### src/rtl/param_matrix_scanner.sv
// Row-by-row sensor matrix scanner with per-square debounce and a valid/ready change-event stream.
// Optional: define FRAME_COUNT_EN to add a 16-bit wrapping frame counter output.
`timescale 1ns / 1ps

module param_matrix_scanner #(
    parameter int unsigned ROWS           = 8,
    parameter int unsigned COLS           = 8,
    parameter int unsigned ROW_AW         = 3,
    parameter int unsigned SETTLE_CYCLES  = 16,
    parameter int unsigned DEBOUNCE_SCANS = 4
) (
    input  logic                         clk,
    input  logic                         rst,
    input  logic                         scan_en,
    input  logic [COLS-1:0]              col_in,
    output logic [ROW_AW-1:0]            row_addr,
    output logic                         row_addr_en,
    output logic [ROWS*COLS-1:0]         sensor_state,
    output logic                         scan_busy,
    output logic                         frame_done,
`ifdef FRAME_COUNT_EN
    output logic [15:0]                  frame_count,
`endif
    output logic                         change_valid,
    input  logic                         change_ready,
    output logic [$clog2(ROWS*COLS)-1:0] change_square,
    output logic                         change_level
);

    localparam int unsigned NumSq = ROWS * COLS;
    localparam int unsigned SqW   = $clog2(NumSq);
    localparam int unsigned SetW  = $clog2(SETTLE_CYCLES);
    localparam int unsigned CntW  = (DEBOUNCE_SCANS > 1) ? $clog2(DEBOUNCE_SCANS) : 1;

    typedef enum logic [1:0] {StIdle, StDrive, StBlank} state_e;

    state_e            state_q, state_d;
    logic [ROW_AW-1:0] row_q, row_d;
    logic [SetW-1:0]   settle_q, settle_d;
    logic [COLS-1:0]   col_meta_q, col_sync_q, raw;
    logic [NumSq-1:0]  stable_q, stable_d, pend_q, pend_d, pend_set, pend_clr;
    logic [CntW-1:0]   cnt_q [NumSq];
    logic [CntW-1:0]   cnt_d [NumSq];
    logic              valid_q, valid_d, level_q, level_d, sample, load;
    logic [SqW-1:0]    sq_q, sq_d, sel;

    assign raw = ~col_sync_q;

    always_comb begin
        state_d  = state_q;
        row_d    = row_q;
        settle_d = settle_q;
        sample   = 1'b0;
        unique case (state_q)
            StIdle: begin
                if (scan_en) begin
                    state_d  = StDrive;
                    row_d    = '0;
                    settle_d = '0;
                end
            end
            StDrive: begin
                if (settle_q == SetW'(SETTLE_CYCLES - 1)) begin
                    sample  = 1'b1;
                    state_d = StBlank;
                end else begin
                    settle_d = settle_q + 1'b1;
                end
            end
            StBlank: begin
                settle_d = '0;
                if (scan_en) begin
                    state_d = StDrive;
                    row_d   = (row_q == ROW_AW'(ROWS - 1)) ? '0 : row_q + 1'b1;
                end else begin
                    state_d = StIdle;
                    row_d   = '0;
                end
            end
            default: state_d = StIdle;
        endcase
    end

    // Only squares of the row being sampled move their debounce state.
    always_comb begin
        stable_d = stable_q;
        pend_set = '0;
        for (int i = 0; i < int'(NumSq); i++) begin
            cnt_d[i] = cnt_q[i];
            if (sample && (ROW_AW'(i / int'(COLS)) == row_q)) begin
                if (raw[i % int'(COLS)] == stable_q[i]) begin
                    cnt_d[i] = '0;
                end else if (cnt_q[i] == CntW'(DEBOUNCE_SCANS - 1)) begin
                    stable_d[i] = raw[i % int'(COLS)];
                    cnt_d[i]    = '0;
                    pend_set[i] = 1'b1;
                end else begin
                    cnt_d[i] = cnt_q[i] + 1'b1;
                end
            end
        end
    end

    // Lowest pending index wins; a fresh set of the same bit overrides its clear.
    always_comb begin
        sel      = '0;
        pend_clr = '0;
        valid_d  = valid_q;
        sq_d     = sq_q;
        level_d  = level_q;
        for (int i = int'(NumSq) - 1; i >= 0; i--) begin
            if (pend_q[i]) sel = SqW'(i);
        end
        load = (!valid_q || change_ready) && (|pend_q);
        if (load) begin
            valid_d       = 1'b1;
            sq_d          = sel;
            level_d       = stable_q[sel];
            pend_clr[sel] = 1'b1;
        end else if (change_ready) begin
            valid_d = 1'b0;
        end
        pend_d = (pend_q & ~pend_clr) | pend_set;
    end

    always_ff @(posedge clk) begin
        if (rst) begin
            state_q    <= StIdle;
            row_q      <= '0;
            settle_q   <= '0;
            col_meta_q <= '0;
            col_sync_q <= '0;
            stable_q   <= '0;
            pend_q     <= '0;
            valid_q    <= 1'b0;
            sq_q       <= '0;
            level_q    <= 1'b0;
            for (int i = 0; i < int'(NumSq); i++) cnt_q[i] <= '0;
        end else begin
            state_q    <= state_d;
            row_q      <= row_d;
            settle_q   <= settle_d;
            col_meta_q <= col_in;
            col_sync_q <= col_meta_q;
            stable_q   <= stable_d;
            pend_q     <= pend_d;
            valid_q    <= valid_d;
            sq_q       <= sq_d;
            level_q    <= level_d;
            for (int i = 0; i < int'(NumSq); i++) cnt_q[i] <= cnt_d[i];
        end
    end

`ifdef FRAME_COUNT_EN
    logic [15:0] frame_cnt_q;

    always_ff @(posedge clk) begin
        if (rst) begin
            frame_cnt_q <= '0;
        end else if (frame_done) begin
            frame_cnt_q <= frame_cnt_q + 16'd1;
        end
    end

    assign frame_count = frame_cnt_q;
`endif

    assign row_addr      = row_q;
    assign row_addr_en   = (state_q != StDrive);
    assign sensor_state  = stable_q;
    assign scan_busy     = (state_q != StIdle);
    assign frame_done    = (state_q == StBlank) && (row_q == ROW_AW'(ROWS - 1));
    assign change_valid  = valid_q;
    assign change_square = sq_q;
    assign change_level  = level_q;

endmodule

### config.mk
export PLATFORM = sky130hd
export DESIGN_NAME = param_matrix_scanner
export DESIGN_NICKNAME = d
export VERILOG_FILES = /design/src/rtl/param_matrix_scanner.sv
export SDC_FILE = /design/constraint.sdc
export NUM_CORES = 1
export LEC_CHECK = 0
export CAP_MARGIN = 20
export CORE_AREA = 2 2 161 163
export CTS_BUF_LIST = sky130_fd_sc_hd__clkbuf_16
export CTS_CLUSTER_DIAMETER = 40
export DETAILED_ROUTE_END_ITERATION = 6
export DIE_AREA = 0 0 163 165
export DONT_BUFFER_PORTS = 1
export HOLD_SLACK_MARGIN = 0.06
export PLACE_DENSITY_LB_ADDON = 0.1
export SYNTH_ARGS = -nofsm -noshare
export SYNTH_HDL_FRONTEND = slang
export SYNTH_SLANG_ARGS = --single-unit
### constraint.sdc
create_clock -name clk -period 3.8 [get_ports clk]
set_clock_uncertainty 0.15 [all_clocks]
set_input_delay 0.95 -clock clk [delete_from_list [all_inputs] [get_ports clk]]
set_output_delay 0.95 -clock clk [all_outputs]
set_load 0.02 [all_outputs]
==> impl_results.md <==
* Final ANT Viol Nets at 0
* # rows at 58
* Final Non-Filler Cells at 2,079
* FF+latch count, synth at 289
* H-tree levels at 2
* Chip Width at 163 um
* Slew HR at 32.4%
* CP cell instances: nor4_1 -> o211ai_1 -> a211o_1 -> a22oi_2 -> buf_12 -> a2111oi_4 -> buf_4 -> buf_4 -> a32o_1 -> o21a_1 -> o31ai_1 -> a21o_1 -> o211ai_1 -> a31o_1
* R2r startpoint: pend_q[55]
* Ys async rst share at 0%
* Netlist cell types at 62
* Vias in the first global route at 10.9k
* Placed cell area at 14,000 um2
* Status: completed
* Internal at 0.00549 W
* Pwr Density at 459 nW/um2
* Critical Path Max Stage Delay at 570 ps
* Critical Path Sink: change_level
* FF-to-FF setup slack at 210 ps
* Netlist Area Pre-Place at 13,700 um2
* Register share of total power at 42.9%
* Crit share post-route at 94.6%
* Core region area at 25,000 um2
* Largest net degree at the start of global routing at 292
* First-pass GRT wire length at 62.1 mm
* Clk_lat worst skew at 530 ps
* Buffers & Inverters on Critical Path at 3
* CTS root buffer: clkbuf_16
* Fin. Hold Viols at 0
* R2R cell count at 14
* Drt total wl at 40.0 mm
* N_diodes at 0
* Arr. time, crit path at 3860 ps
* Num CTS Buffers at 44
* Residual DRC at 0
* Die Span Y at 165 um
* Syn Area/Cell at 7.93 um2
* Drt pass-1 iters at 5
* Tmin final at 3590 ps
* Starting DRT DRC Count at 1,078
* Final setup vio count at 0
* Antenna violations before repair at 1
* RSZ-0062 raised after global routing: false
* Commonest cells after routing, fill and taps aside: dfxtp_1, nor2_1, a21oi_1, nand2_1, nand3_1
* Sequential-to-total area share from yosys stat at 42.4%
* R2r endpoint: change_level
* Total grt overflow at 0
* Fraction of layout cells with a size suffix above 1 at 7.72%
* Critical Path End Type: flop
* Worst Setup Start Kind: flop
* Worst Setup SP: pend_q[55]
* Most common cell after layout, fill and taps aside: dfxtp_1
* Routed vias at 12.3k
* Actual slew at the worst max-slew pin at 1010 ps
* Kind of critical path: reg -> reg
* Static leakage at 6.08 nW
* Hold_ws at 284 ps
* Sw Share at 23.0%
* Dominant synthesized flop cell: dfxtp_1
* All-Layer GR Usage at 29.8%
* Initial Util at 54.5%
* Worst endpoint required time at 4070 ps
* Stages on the worst setup path at 14
* Synth-to-layout area growth at 13.6%
* Fin Setup TNS at 0 ps
* Reg clk slew, reported paths at 60 ps
* Syn Inst Count at 1,722
* Power, Total at 0.00713 W
* Post-route cell area at 15,500 um2
* Max Buffers Root-to-Sink at 3
* CP Max Fanout at 15
* Sink Count at 289
* FMAX at 0.278 GHz
* DIE AREA at 26,900 um2
* Syn Nets at 1,805
* Slowest CP cell: nor4_1
* Port Buf Inserts at 0
* Clock power share at 56.0%
* Dpl cells at 1,996
* Sw power at 0.00164 W
* Max_cap viols at 0
* Cell family with most CP delay: compound AO/OA/AOI/OAI gates
* Final net count at 1,798
* Hold Crit Class: reg -> reg
* VDD IR-drop max at 0.512 mV
* CTS tree: built
* Post-detail-place hpwl at 27.9 mm
* Ys Warns at 0
* Hold depth at 1
* Vias per inst at 5.91
* GP Congestion at 0.952
* Slew Limit Fails at 0
* Top-Level Pins at 90
* Routed wire length per instance at 19.3 um
* Number of synthesized flops with an enable pin at 0
* Comb pwr share at 1.1%
==> cell type report <==
class | count | area, um2
clock buffer | 45 | 1130
clock inverter | 35 | 342
fill | 2216 | 9530
inverter | 44 | 165
multi-input combinational | 1297 | 7370
sequential | 289 | 5790
tap | 330 | 413
timing repair buffer | 39 | 309
==> power by group through the flow <==
stage	sequential, W	combinational (W)	clock, W
after floorplan	0.00311	0.000105	0
after global routing	0.00306	0.0000852	0.00419
after detailed placement	0.00312	0.0000776	0
after global placement	0.00312	0.0000767	0
final	0.00306	0.0000782	0.00399
after CTS	0.00306	0.0000782	0.00405
==> metrics by stage <==
step,worst slack (ps),utilization (%)
finish,206,62.0
global route,20.1,62.0
CTS,170,61.8
detailed placement,173,56.0
global placement,276,56.0
floorplan,479,-
==> kinds of logic (layout without fill, tap and decap cells) <==
kind of cell	count (synthesis)	after routing	synth area share (%)
XOR/XNOR	66	66	4.23
AO/OA/AOI/OAI	431	431	18.5
buffers and inverters	136	163	3.74
flip-flops	289	289	42.4
multiplexers	15	15	1.23
adder cells (fa/ha/maj)	71	71	6.51
AND/OR/NAND/NOR	714	714	23.5
==> worst register-to-register path, delay by kind of cell, from the launching register on <==
family / cells / cell delay, ps
and+or+nand+nor: 1 / 570
AOI/OAI and AO/OA: 10 / 1840
buffers and inverters: 3 / 550
DFF: 1 / 360
==> routing by layer <==
| layer | track usage [%] | routed length, um | share of wire (%) |
|---|---|---|---|
| met5 | 0 | 0 | 0 |
| met4 | 8.05 | 934 | 2.3 |
| met3 | 7.53 | 3200 | 8.0 |
| met2 | 46.2 | 17500 | 44 |
| met1 | 41.2 | 18300 | 46 |
==> what timing repair did <==
| action | in CTS | in global routing |
|---|---|---|
| resized for setup | 0 | 2 |
| buffers inserted | 0 | 3 |
| hold buffers | 0 | 0 |
| endpoints found under the setup margin | 0 | 3 |
==> cell usage after synthesis (2+ instances only) <==
| master | n | area share (%) |
|---|---|---|
| a221o_1 | 2 | 0.15 |
| o31ai_1 | 7 | 0.38 |
| or2_2 | 4 | 0.18 |
| nand2_1 | 167 | 4.6 |
| and2_1 | 2 | 0.092 |
| nand4_1 | 9 | 0.41 |
| clkbuf_1 | 83 | 2.3 |
| nor4_1 | 40 | 1.8 |
| o22ai_1 | 2 | 0.092 |
| inv_1 | 44 | 1.2 |
| a21oi_1 | 257 | 9.4 |
| nand2b_1 | 8 | 0.37 |
| a221oi_1 | 3 | 0.19 |
| dfxtp_1 | 289 | 42 |
| nand3_1 | 138 | 5.1 |
| a31oi_1 | 6 | 0.27 |
| o31a_1 | 26 | 1.7 |
| a32oi_1 | 2 | 0.13 |
| a211o_1 | 3 | 0.19 |
| buf_1 | 9 | 0.25 |
| o211ai_1 | 8 | 0.44 |
| mux2_2 | 3 | 0.25 |
| o221ai_1 | 4 | 0.26 |
| nor3_1 | 20 | 0.73 |
| xor2_1 | 25 | 1.6 |
| ha_1 | 71 | 6.5 |
| a22oi_1 | 5 | 0.27 |
| a311oi_1 | 7 | 0.45 |
| and2_0 | 3 | 0.14 |
| o21a_1 | 9 | 0.49 |
| mux2i_1 | 10 | 0.73 |
| or3_1 | 3 | 0.14 |
| nor2_1 | 275 | 7.6 |
| o21ai_0 | 71 | 2.6 |
| nor2b_1 | 24 | 1.1 |
| o21bai_1 | 4 | 0.22 |
| or4_1 | 7 | 0.38 |
| and3_1 | 8 | 0.37 |
| xnor2_1 | 41 | 2.6 |
==> state kept, by name (all words and copies together) (netlist names) <==
name           count
change_square      6
change_level       1
cnt_q            128
row_addr           3
pend_q            64
settle_q           4
col_meta_q         8
col_sync_q         8
state_q            2
change_valid       1
sensor_state      64
==> worst min path at each step <==
| stage | start | to | slack, ps |
|---|---|---|---|
| 6_report | col_meta_q[7] | col_sync_q[7] | 280 |
| 5_1_grt | col_meta_q[2] | col_sync_q[2] | 300 |
| 4_1_cts | col_meta_q[7] | col_sync_q[7] | 290 |
| 3_5_place_dp | col_meta_q[3] | col_sync_q[3] | 270 |
| 3_3_place_gp | col_meta_q[7] | col_sync_q[7] | 270 |
| 2_1_floorplan | col_meta_q[0] | col_sync_q[0] | 260 |
Power figures use the tool's default switching activity.
